<file path="src/rtl/dma_pkg.sv">
// dma_pkg: widths, word types and FSM/mode encodings shared by the copy engine.
package dma_pkg;
  localparam int ADDR_W = 16;
  localparam int DATA_W = 16;
  localparam int LEN_W = 16;
  typedef logic [ADDR_W-1:0] addr_t;
  typedef logic [DATA_W-1:0] data_t;
  typedef logic [LEN_W-1:0] len_t;
  typedef enum logic [2:0] {ST_IDLE, ST_READ, ST_WRITE, ST_FILL, ST_DONE} dma_state_t;
  typedef enum logic {MODE_COPY, MODE_FILL} dma_mode_t;
  // Walk downwards only when the destination starts inside the source block.
  function automatic logic is_desc(addr_t src, addr_t dst, len_t len);
    addr_t delta;
    delta = dst - src;
    return (delta != '0) && (len_t'(delta) < len);
  endfunction
endpackage

</file>
<file path="src/rtl/mem_copy_engine.sv">
// mem_copy_engine: datamem-port DMA running overlap-safe block copies and block fills.
module mem_copy_engine
  import dma_pkg::*;
(
  input  logic              clk,
  input  logic              reset,
  input  logic              start,
  input  logic              mode,
  input  logic [ADDR_W-1:0] src_addr,
  input  logic [ADDR_W-1:0] dst_addr,
  input  logic [LEN_W-1:0]  length,
  input  logic [DATA_W-1:0] fill_value,
  input  logic              abort,
  output logic              busy,
  output logic              done,
  output logic              aborted,
  output logic [LEN_W-1:0]  xfer_count,
  output logic [ADDR_W-1:0] mem_address,
  output logic              mem_read_enable,
  output logic              mem_write_enable,
  output logic [DATA_W-1:0] mem_write_data,
  input  logic [DATA_W-1:0] mem_read_data
);
  dma_state_t state, state_nx;
  addr_t src_cur, dst_cur;
  len_t rem;
  data_t buffer, fill_reg;
  logic desc, last, start_desc;
  assign last = rem == len_t'(1);
  assign start_desc = (dma_mode_t'(mode) == MODE_COPY) && is_desc(src_addr, dst_addr, length);
  always_ff @(posedge clk or negedge reset)
    if (!reset) state <= ST_IDLE;
    else state <= state_nx;
  always_comb begin
    state_nx = state;
    case (state)
      ST_IDLE:  if (start) state_nx = (length == '0) ? ST_DONE :
                                      (dma_mode_t'(mode) == MODE_FILL) ? ST_FILL : ST_READ;
      ST_READ:  state_nx = abort ? ST_DONE : ST_WRITE;
      ST_WRITE: state_nx = (abort || last) ? ST_DONE : ST_READ;
      ST_FILL:  state_nx = (abort || last) ? ST_DONE : ST_FILL;
      default:  state_nx = ST_IDLE;
    endcase
  end
  always_ff @(posedge clk or negedge reset)
    if (!reset) begin
      src_cur <= '0;
      dst_cur <= '0;
      rem <= '0;
      buffer <= '0;
      fill_reg <= '0;
      desc <= 1'b0;
      xfer_count <= '0;
      aborted <= 1'b0;
    end else begin
      case (state)
        ST_IDLE: if (start) begin
          xfer_count <= '0;
          aborted <= 1'b0;
          fill_reg <= fill_value;
          rem <= length;
          desc <= start_desc;
          src_cur <= start_desc ? src_addr + addr_t'(length) - addr_t'(1) : src_addr;
          dst_cur <= start_desc ? dst_addr + addr_t'(length) - addr_t'(1) : dst_addr;
        end
        ST_READ: if (abort) aborted <= 1'b1;
                 else buffer <= mem_read_data;
        ST_WRITE, ST_FILL: if (abort) aborted <= 1'b1;
        else begin
          xfer_count <= xfer_count + len_t'(1);
          rem <= rem - len_t'(1);
          src_cur <= desc ? src_cur - addr_t'(1) : src_cur + addr_t'(1);
          dst_cur <= desc ? dst_cur - addr_t'(1) : dst_cur + addr_t'(1);
        end
        default: ;
      endcase
    end
  assign busy = (state == ST_READ) || (state == ST_WRITE) || (state == ST_FILL);
  assign done = state == ST_DONE;
  assign mem_read_enable = state == ST_READ;
  // abort kills the in-flight word combinationally so it never reaches memory
  assign mem_write_enable = ((state == ST_WRITE) || (state == ST_FILL)) && !abort;
  assign mem_address = mem_read_enable ? src_cur : mem_write_enable ? dst_cur : '0;
  assign mem_write_data = !mem_write_enable ? '0 : (state == ST_FILL) ? fill_reg : buffer;
endmodule

</file>
<file path="config.mk">
export PLATFORM = sky130hd
export DESIGN_NAME = mem_copy_engine
export DESIGN_NICKNAME = d
export VERILOG_FILES = /design/src/rtl/dma_pkg.sv /design/src/rtl/mem_copy_engine.sv
export SDC_FILE = /design/constraint.sdc
export NUM_CORES = 1
export LEC_CHECK = 0
export BUFFER_PORTS_ARGS = -buffer_cell sky130_fd_sc_hd__clkbuf_2
export CAP_MARGIN = 20
export CORE_MARGIN = 3
export CORE_UTILIZATION = 64
export DETAILED_ROUTE_END_ITERATION = 7
export PLACE_DENSITY = 0.93
export REMOVE_ABC_BUFFERS = 1
export SYNTH_ARGS = -nofsm -noshare
export SYNTH_HDL_FRONTEND = slang
export SYNTH_SLANG_ARGS = --single-unit
</file>
<file path="constraint.sdc">
create_clock -name clk -period 5.2 [get_ports clk]
set_clock_uncertainty 0.15 [all_clocks]
set_input_delay 0.52 -clock clk [delete_from_list [all_inputs] [get_ports clk]]
set_output_delay 0.52 -clock clk [all_outputs]
set_load 0.02 [all_outputs]
</file>
==> results of run 1 <==
cell usage after synthesis (all sizes together), types with 5 or more instances:
cell and number:
mux2i 7, dfrtp 101, nor3 34, xor2 28, or3 7, nand2b 13
fa 5, clkbuf 34, a31oi 10, nand3 31, mux2 19, o2111ai 6
nor2 124, xnor2 37, buf 10, nand2 143, o22ai 19, nand4 8
nor2b 14, o41ai 6, a211oi 8, a21oi 123, a22o 15, nor4 14
and4 5, o211ai 7, ha 119, o21ai 60, and3 9, a22oi 9
o21a 13, and2 9, a21o 13, inv 132
how the worst max path moves through the flow:
stage | start | end | slack (ns) | cells past startpoint
6_report | src_addr[4] | src_cur[1] | 0.73 | 20
5_1_grt | src_addr[4] | dst_cur[12] | 0.36 | 19
4_1_cts | src_addr[4] | dst_cur[14] | 0.80 | 20
3_5_place_dp | src_addr[4] | src_cur[2] | 0.43 | 19
3_3_place_gp | src_addr[4] | src_cur[2] | 0.55 | 19
2_1_floorplan | src_addr[4] | src_cur[2] | 0.26 | 17
worst register-to-register path, delay by kind of cell, from the launching register on:
family / cells / cell delay [ns]
AO/OA/AOI/OAI: 7 / 1.55
flip-flops: 1 / 0.34
buffers and inverters: 1 / 0.36
AND/OR/NAND/NOR: 2 / 0.51
XOR/XNOR: 1 / 0.17
adder cells (fa/ha/maj): 1 / 0.36
cells in the final DEF, fill, tap and decap left out, types with 8 or more instances in the layout:
cell type	count
dfrtp_1	101
nand3_1	31
mux2_2	19
nor4_1	13
a211oi_1	8
o22ai_1	19
ha_1	119
inv_1	132
o21a_1	13
nor3_1	34
xnor2_1	37
xor2_1	28
nand2b_1	12
nor2b_1	14
clkbuf_16	9
and3_1	9
a22oi_1	9
nor2_1	124
a21o_1	13
o21ai_0	53
and2_1	8
nand2_1	143
a31oi_1	10
clkbuf_2	136
a21oi_1	121
a22o_1	15
buf_4	10
metal layers:
metal / track usage (%) / part of all wire [%] / vias to the layer above
met3: 4.78 / 9.0 / 70
li1: - / - / 4590
met2: 52.8 / 46 / 514
met4: 13.8 / 3.3 / 0
met5: 0 / 0 / -
met1: 42.2 / 41 / 4553
stage by stage:
stage	utilization, %	cells	hold slack, ns
2_1_floorplan	-	1199	0.0744
3_3_place_gp	71.6	1530	0.307
3_5_place_dp	71.7	1531	0.312
4_1_cts	73.8	1547	0.185
5_1_grt	73.8	1547	0.201
6_report	73.8	1547	0.147
power breakdown:
group          internal (mW)  switching [mW]
registers               1.13           0.306
clock network          0.388           0.332
logic                   1.47            2.13
total                   2.99            2.77
logic make-up (layout without fill, tap and decap cells):
family,count (synthesis),count (layout)
AO/OA/AOI/OAI,325,325
AND/OR/NAND/NOR,425,425
XOR/XNOR,65,65
adder cells (fa/ha/maj),124,124
multiplexers,26,26
buffers and inverters,177,297
flip-flops,101,101
final cells by class:
type	count	area (um^2)	area share (%)
Clock buffer	9	225	2.08
Inverter	133	499	4.60
Tap cell	184	230	2.12
Sequential cell	101	2530	23.3
Clock inverter	7	88.8	0.819
Multi-Input combinational cell	965	6490	59.8
Timing Repair Buffer	148	787	7.25
==> impl_results.md, run 1 <==
* Post-route ant nets at 0
* Antenna cells at 0
* Slew HR at 32.3%
* I/O Pins at 138
* Synth Warn # at 0
* Clock sinks at 101
* Fraction of layout cells with a size suffix above 1 at 14.7%
* Share of synthesized registers carrying an async set or reset at 100%
* Global-route wire length before repair at around 44000 um
* Synth Cell Area at 9690 um^2
* Min Tclk post-route at 4.47 ns
* Synth Area in Adders at 16.4%
* Pins Over Slew Limit at 0
* Leakage power at between 5 and 6 nW
* # nets final at approximately 1600
* CP arrival at between 4 and 5 ns
* Fin crit share at 86.0%
* Final WS setup at approximately 0.73 ns
* Synth Area in Simple Gates at 20.3%
* Number of synthesized flops with an enable pin at 0
* CTS Buffer Depth at 2
* Initial antenna violation count at 0
* TritonRoute pass-1 iters at 5
* Row count at 44
* Area Growth Syn to Fin at 11.9%
* Gr ovfl total at 0
* Total Die Area at ~17000 um^2
* Top FF cell, synth: dfrtp_1
* Number of max-cap violations at 0
* Seq/Total Area, Yosys at about a quarter
* WS Path Type: in -> reg
* Largest net degree at the start of global routing at 70
* Drt wl/cell at 17.4 um
* Clk_lat worst skew at approximately 0.36 ns
* Post-Syn Instances at 1243
* Max Fclk at 224 MHz
* Fillers at between 1000 and 1500
* Iter 0 DRT Violations at between 800 and 900
* Pwr dens at 531 nW/um^2
* Top cells by area, synth: dfrtp_1 (26%), ha_1 (15%), a21oi_1 (6.2%)
* Die width at 129 um
* # hold bufs at CTS at 0
* Mux cell area share after synthesis at between 2 and 3%
* Largest area contributor in the netlist: dfrtp_1
* Cts bufs inserted at 9
* Synth top area share at 26.1%
* Gr usage total at 32.1%
* Root buffer cell: clkbuf_16
* Worst Hold Class: in -> async
* Vias per cell at around 6.3
* Unrepaired setup endpoints after global routing: false
* Worst EP required at 5.26 ns
* Final setup fails at 0
* Post-cts resize count at 0
* Worst-Margin Slew at approximately 1.0 ns
* GPL Wtd Cong at 0.927
* Place WS at 0.432 ns
* Critical path launch point type: primary input
* Reg clk slew, reported paths at 0.07 ns
* Placed cell areas at 10500 um^2
* Final wirelength at 26900 um
* Slowest CP cell: ha_1
* Worst Setup End Kind: flip-flop
* Synth unique cells at 71
* Core area at between 10000 and 15000 um^2
* Reg2reg start: desc
* Initial Util at 65.9%
* Setup TNS at 0 ns
* Compound-Gate Fraction of Synth Area at 21.4%
* PortBufs at 137
* Number of global-route vias before repair at 9300
* WP buf/inv at 3
* Total power at 5.76 mW
* VDD IR max at 0.304 mV
* Status: complete, no violations
* Final Hold Viols at 0
* H-tree levels at 3
* Worst r2r dst: src_cur[14]
* Design area at 10800 um^2
* Register bit total from synthesis at 101
* Critical Path Max Stage Delay at approximately 0.38 ns
* Reg2reg setup slack at 1.61 ns
* Crit-path max FO at 58
* FF-to-FF path depth at 12
* Post-CTS setup buffer count at 0
* Final HPWL DP at 20300 um
* Main combinational cell family by area after synthesis: compound AO/OA/AOI/OAI gates
* Vias at 9727
* Die H at roughly 130 um
* DRC viols at 0
* XOR/XNOR Fraction of Synth Area at 5.87%
* Critical Path, Cell by Cell: clkbuf_2, inv_1, ha_1, o21ai_1, a21o_1, o21ba_1, or3_1, and2_1, ha_1, a21o_1, a21o_1, a21oi_1, nor2_1, a2111oi_0, o211ai_1, a41oi_4, buf_12, nor2_1, a21oi_1, a21oi_1
* CTS tree: built
* Critical path's top delay family: compound AO/OA/AOI/OAI gates
* Syn avg cell area at 7.80 um^2
No activity file was read; power rests on OpenSTA's default activity.
==> inputs of run 2 (changes only) <==
Settings changed: CORE_UTILIZATION 64 to 30, PLACE_DENSITY 0.93 to 0.54, REMOVE_ABC_BUFFERS 1 to unset.
Clock period 5.2 ns to 4.1 ns, I/O delays scaled along.
==> run 2 against run 1 <==
Against the previous run:
- sequential power up 27%
- clock power increased by 15%
- combinational power grew 31%
- wire length increased by 13%
- largest power group unchanged
- highest routed layer unchanged
==> impl_results.md, run 2 (synthesized netlist as in run 1, its figures left out) <==
* Status: complete, no violations
* Min-delay src: fill_value[3]
* Cts bufs inserted at 9 (unchanged)
* Reg2reg setup slack at 0.39 ns (-1.22 ns)
* CP arrival at 4.11 ns (-0.42 ns)
* Critical path's top delay family: compound AO/OA/AOI/OAI gates
* FF-to-FF path depth at 12 (unchanged)
* Root buffer cell: clkbuf_16
* Vias at 9468 (-2.7%)
* Area Growth Syn to Fin at 24.9%
* Pwr dens at 609 nW/um^2 (+15%)
* Largest net degree at the start of global routing at 76 (+8.6%)
* Die width at 186 um (+44%)
* Final Hold Viols at 0 (unchanged)
* DRC viols at 0 (unchanged)
* Reg2reg start: desc
* Slew HR at 30.8% (-1.6 points)
* Final wirelength at 30400 um (+13%)
* Routed wl met3 at 1670 um (-31%)
* Worst Setup End Kind: flip-flop
* Comb pwr share at 64.1% (+1.5 points)
* I/O Pins at 138 (unchanged)
* Wl on met1 at 14900 um (+34%)
* Worst-Margin Slew at 1.04 ns (+0.0234 ns)
* Max Fclk at ~250 MHz
* Syn Nets at ~1500
* Worst Hold Path EP: fill_reg[3]
* Most frequent cells in the layout: nand2_1 (142), clkbuf_2 (132), inv_1 (126)
* Slowest CP cell: or3_4
* FF+latch area at 2530 um^2 (unchanged)
* Pins Over Slew Limit at 0 (unchanged)
* Core area at 31700 um^2 (+120%)
* Clk_lat worst skew at 0.35 ns (about the same)
* Clock share of power at 11.2% (-1.3 points)
* Multi-input combinational cell area at 6810 um^2 (+4.9%)
* Min Tclk post-route at 4.03 ns
* CTS tree: built
* Critical Path Max Stage Delay at 0.39 ns (about the same)
* PortBufs at 137 (unchanged)
* Worst Hold Class: in -> reg
* TritonRoute pass-1 iters at 5 (unchanged)
* Die H at 186 um (+44%)
* Internal cell power at 3.89 mW (+30%)
* Clock sinks at 101 (unchanged)
* CTS Buffer Depth at 2 (unchanged)
* Most used cell, CP: nor2_1
* GPL Wtd Cong at 0.854 (-7.9%)
* Initial antenna violation count at 0 (unchanged)
* Worst EP required at 4.18 ns (-1.08 ns)
* Routed wl met2 at 13400 um (+7.3%)
* Global-route wire length before repair at 46600 um (+6.6%)
* Worst r2r dst: src_cur[14]
* Final HPWL DP at 23600 um (+16%)
* Sw power at 3.48 mW (+26%)
* Total power at 7.37 mW (+28%)
* Vias per cell at 5.12 (-19%)
* WP buf/inv at 3 (unchanged)
* Fraction of layout cells with a size suffix above 1 at 22.8% (+8.1 points)
* Antenna cells at 0 (unchanged)
* Critical path launch point type: primary input
* Most common library cell in the layout ignoring fill and taps: nand2_1
* Leakage power at 5.82 nW (+8.1%)
* VDD IR max at 0.247 mV (-19%)
* WS Path Type: in -> reg
* Post-route ant nets at 0 (unchanged)
* Initial Util at 30.6% (-35 points)
* H-tree levels at 3 (unchanged)
* Fin crit share at 98.4%
* # nets final at 1650 (+5.3%)
* Row count at 65 (+48%)
* Number of max-cap violations at 0 (unchanged)
* Final setup fails at 0 (unchanged)
* Hold Path Depth at 3
* Drt wl/cell at 16.5 um (-5.4%)
* Gr usage total at 16.9% (-15 points)
* Number of global-route vias before repair at 8795 (-5.4%)
* Critical Path, Cell by Cell: clkbuf_2, ha_4, or3_4, o21ba_4, or3_4, and2_4, ha_4, a21o_1, a21o_1, a21oi_2, nor2_1, a2111oi_2, o211ai_1, a41oi_4, buf_6, clkbuf_16, nor2_1, a211oi_2, nor2_1
* Sw Ratio at 47.3% (-0.83 points)
* Worst setup startpoint: dst_addr[5]
* Unrepaired setup endpoints after global routing: true
* Uppermost routed layer: met4
* Final core occ at 38.1% (-36 points)
* Fillers at 3316 (+210%)
* Reg clk slew, reported paths at 0.07 ns (about the same)
* Flop pwr share at 24.7% (-0.2 points)
* Gr ovfl total at 0 (unchanged)
* Total Die Area at 34500 um^2 (+110%)
* Crit-path max FO at 6 (-90%)
* Iter 0 DRT Violations at 406 (-53%)
-- run 2: cell count changes in the layout (fill, tap and decap cells not counted), sizes merged --
cell         previous run  this run
dlygate4sd3             0         1
clkinvlp                0         1
inv                   137       133
bufinv                  1         0
clkinv                  2         4
buf                    12        97
clkbuf                145       144
-- run 2: final cells by class --
cell class,instances,area share (%)
Timing Repair Buffer,231,12.3
Inverter,133,4.15
Clock buffer,11,2.01
Clock inverter,5,0.290
Tap cell,402,4.16
Sequential cell,101,20.9
Multi-Input combinational cell,965,56.2
-- run 2: timing repair --
action,in CTS,in global routing
endpoints found under the hold margin,0,5
resized for setup,1,70
cloned,0,3
hold buffers,0,1
endpoints found under the setup margin,1,33
setup buffers,0,6
pin swaps,0,23
-- run 2: worst max path at each step --
| stage | endpoint | slack [ns] | depth (start not counted) |
|---|---|---|---|
| after floorplan | src_cur[2] | 0.07 | 17 |
| after global placement | src_cur[3] | -0.29 | 21 |
| after detailed placement | dst_cur[9] | -0.39 | 22 |
| after CTS | src_cur[3] | 0.02 | 21 |
| after global routing | dst_cur[0] | -0.07 | 22 |
| final | dst_cur[9] | 0.07 | 19 |
-- run 2: power by group through the flow --
stage               logic, mW  clock network (mW)  registers (mW)
finish                   4.73               0.825            1.82
CTS                      4.62               0.856            1.81
global placement         4.52                   0            1.82
floorplan                3.42                   0            1.73
global route             5.28               0.898            1.87
detailed placement       4.58                   0            1.83
-- run 2: per-layer routing --
metal	track usage [%]	vias up
met5	0	-
met2	26.7	249
li1	-	4766
met3	2.25	29
met1	24.6	4424
met4	3.57	0
-- run 2: worst reg2reg max path: stages (launching register included) --
cell and delay [ns]:
dfrtp_1 0.61, inv_1 0.28, fa_1 0.44, nor2b_1 0.18, o21ai_0 0.14, a21boi_0 0.36, o41ai_1 0.18, o21ai_0 0.34
nor4_1 0.12, o41ai_1 0.46, xor2_1 0.11, o22ai_1 0.17, a21oi_2 0.04
-- run 2: per-stage QoR --
stage          area (um^2)  worst slack [ns]  setup TNS, ns  hold WS [ns]  cells
2_1_floorplan         9700            0.0678              0       -0.0356   1243
3_3_place_gp         11400            -0.293          -6.66         0.309   1822
3_5_place_dp         11400            -0.388          -9.19         0.312   1822
4_1_cts              11600            0.0163              0        0.0836   1838
5_1_grt              12100           -0.0750         -0.295        0.0933   1848
6_report             12100            0.0666              0        0.0984   1848
==> inputs of run 3 (changes only) <==
--- a/config.mk
+++ b/config.mk
@@ -12,4 +12,5 @@
 export DETAILED_ROUTE_END_ITERATION = 7
 export PLACE_DENSITY = 0.54
+export RECOVER_POWER = 100
 export SYNTH_ARGS = -nofsm -noshare
 export SYNTH_HDL_FRONTEND = slang
--- a/constraint.sdc
+++ b/constraint.sdc
@@ -3,3 +3,3 @@
 set_input_delay 0.41 -clock clk [delete_from_list [all_inputs] [get_ports clk]]
 set_output_delay 0.41 -clock clk [all_outputs]
-set_load 0.02 [all_outputs]
+set_load 0.01 [all_outputs]
==> run 3 against run 2 <==
Against the previous run:
- the run now ends with capacitance limit, slew limit left
- critical path depth increased by 2
- wire length increased by 0.28%
- non-clock buffer count decreased by 5
- first-iteration DRC count increased by 7.1%
- sequential cell count unchanged
- hold slack about the same
- die area unchanged
- cell area decreased by 1.2%
- clock power increased by 9.6%
- via count about the same
- sequential share of layout area increased by 0.26 points
- register-to-register slack got worse by 0.07 ns
- critical path type unchanged
==> impl_results.md, run 3 (synthesized netlist as in run 1, its figures left out) <==
* Status: finished with violations
* Failing checks: capacitance limit, slew limit
* Vias at 9463 (-0.053%)
* Initial antenna violation count at 0 (unchanged)
* I/O Pins at 138 (unchanged)
* Unrepaired setup endpoints after global routing: true
* Final HPWL DP at 23600 um (about the same)
* Gr usage total at 16.9% (-0.023 points)
* Die width at 186 um (unchanged)
* Critical Path, Cell by Cell: buf_4, inv_1, ha_1, nand2b_1, a21oi_4, o21ba_4, or3_4, and2_4, ha_4, a21o_1, a21o_1, a21oi_2, nor2_1, a2111oi_2, o211ai_1, a41oi_4, buf_12, buf_12, buf_6, mux2i_1, a221o_1
* Root buffer cell: clkbuf_16
* Worst Setup End Kind: flip-flop
* Clock sinks at 101 (unchanged)
* Slowest CP cell: or3_4
* Global-route wire length before repair at 46400 um (-0.50%)
* Final wirelength at 30500 um (+0.28%)
* Core area at 31700 um^2 (unchanged)
* Number of max-cap violations at 2 (+2)
* Cts bufs inserted at 9 (unchanged)
* H-tree levels at 3 (unchanged)
* Antenna cells at 0 (unchanged)
* WP buf/inv at 5 (+2)
* Slew HR at -22.4% (-53 points)
* Crit-path max FO at 5 (-1)
* Drt wl/cell at 16.6 um (+0.55%)
* Vias per cell at 5.13 (+0.22%)
* GPL Wtd Cong at 0.860 (+0.68%)
* Fin Hold WS at 0.0985 ns (+0.0000988 ns)
* Row count at 65 (unchanged)
* Worst EP required at 4.18 ns (about the same)
* Number of global-route vias before repair at 8716 (-0.90%)
* Total power at 7.30 mW (-0.94%)
* Critical path's top delay family: compound AO/OA/AOI/OAI gates
* Gr busiest metal: met2
* Final WS setup at 0.0907 ns (+0.0241 ns)
* Fin crit share at 97.8% (-0.59 points)
* Worst Hold Class: in -> reg
* GRT met1 Usage at 24.8% (+0.20 points)
* CP arrival at 4.09 ns (-0.02 ns)
* Reg2reg setup slack at 0.32 ns (-0.07 ns)
* Met3 Use GR at 1.54% (-0.70 points)
* Final core occ at 37.7% (-0.47 points)
* Die H at 186 um (unchanged)
* Reg clk slew, reported paths at 0.08 ns (about the same)
* DRC viols at 0 (unchanged)
* Dpl cells at 1817 (-0.27%)
* Area Growth Syn to Fin at 23.3%
* Final Non-Filler Cells at 1843 (-0.27%)
* Pwr dens at 611 nW/um^2 (+0.31%)
* Pins Over Slew Limit at 89 (+89)
* CTS tree: built
* Largest net degree at the start of global routing at 76 (unchanged)
* Final setup fails at 0 (unchanged)
* CTS Buffer Depth at 2 (unchanged)
* Critical path launch point type: primary input
* # nets final at 1645 (-0.30%)
* Design area at 11900 um^2 (-1.2%)
* Leakage power at 5.61 nW (-3.6%)
* Most frequent cells in the layout: nand2_1 (143), inv_1 (129), nor2_1 (121)
* Clk_lat worst skew at 0.35 ns (about the same)
* GRT met2 Usage at 27.0% (+0.31 points)
* Total Die Area at 34500 um^2 (unchanged)
* Syn Nets at 1452 (unchanged)
* Initial Util at 30.6% (unchanged)
* Min Tclk post-route at 4.01 ns (-0.0241 ns)
* Iter 0 DRT Violations at 435 (+7.1%)
* WS Path Type: in -> reg
* Placed cell areas at 11300 um^2 (-0.33%)
* Critical Path Max Stage Delay at 0.36 ns (-0.03 ns)
* Setup TNS at 0 ns (unchanged)
* Most common library cell in the layout ignoring fill and taps: nand2_1
* VDD IR max at 0.227 mV (-8.3%)
* Place WS at -0.419 ns (-0.0306 ns)
* PortBufs at 137 (unchanged)
* Worst-Margin Slew at 1.84 ns (+0.797 ns)
* Post-route ant nets at 0 (unchanged)
* Final Hold Viols at 0 (unchanged)
* Max Fclk at 249 MHz (+0.60%)
* Gr ovfl total at 0 (unchanged)
* Fraction of layout cells with a size suffix above 1 at 18.3% (-4.6 points)
* TritonRoute pass-1 iters at 7 (+2)
run 3: worst register-to-register path, stage by stage (launching register included):
cell and delay [ns]:
dfrtp_1 0.50, nor2b_1 0.18, clkbuf_2 0.50, nand2b_2 0.51, nand2_1 0.22, clkbuf_1 0.75
and4_1 0.48, nand3_1 0.15, xor2_1 0.16, nor2_1 0.05
run 3: final timing paths:
| check | startpoint | end | cells past startpoint |
|---|---|---|---|
| worst max-delay path | src_addr[1] | src_cur[2] | 21 |
| worst min-delay path | fill_value[3] | fill_reg[3] | 3 |
| worst max register to register | state[1] | xfer_count[13] | 9 |
| worst min register to register | fill_reg[13] | fill_reg[13] | 2 |
| max in group asynchronous | reset | rem[4] | 4 |
| min in group asynchronous | reset | xfer_count[6] | 2 |
run 3: metal layers:
metal,up-vias,share of wire (%),wire (um)
li1,4757,-,-
met1,4427,49,15000
met2,262,45,13700
met3,17,5.2,1590
met4,0,0.86,263
met5,-,0,0
run 3: power by group:
part           switching (mW)  internal [mW]  total (mW)
logic                    2.61           1.98        4.59
clock network           0.397          0.508       0.904
registers               0.378           1.43        1.81
total                    3.39           3.91        7.30
run 3: layout make-up:
class,count,area (um^2)
multi-input cells,965,6730
flip-flops and latches,101,2530
fillers,3318,19800
clock buffers,11,253
well taps,402,503
inverters,133,499
clock inverters,5,56.3
repair buffers,226,1380
run 3: repair_timing:
item,in CTS,in global routing
endpoints found under the setup margin,11,33
pin swaps,0,22
setup buffers,0,6
hold buffers,0,1
gates cloned,0,3
hold endpoints to repair,0,5
resized for setup,2,55
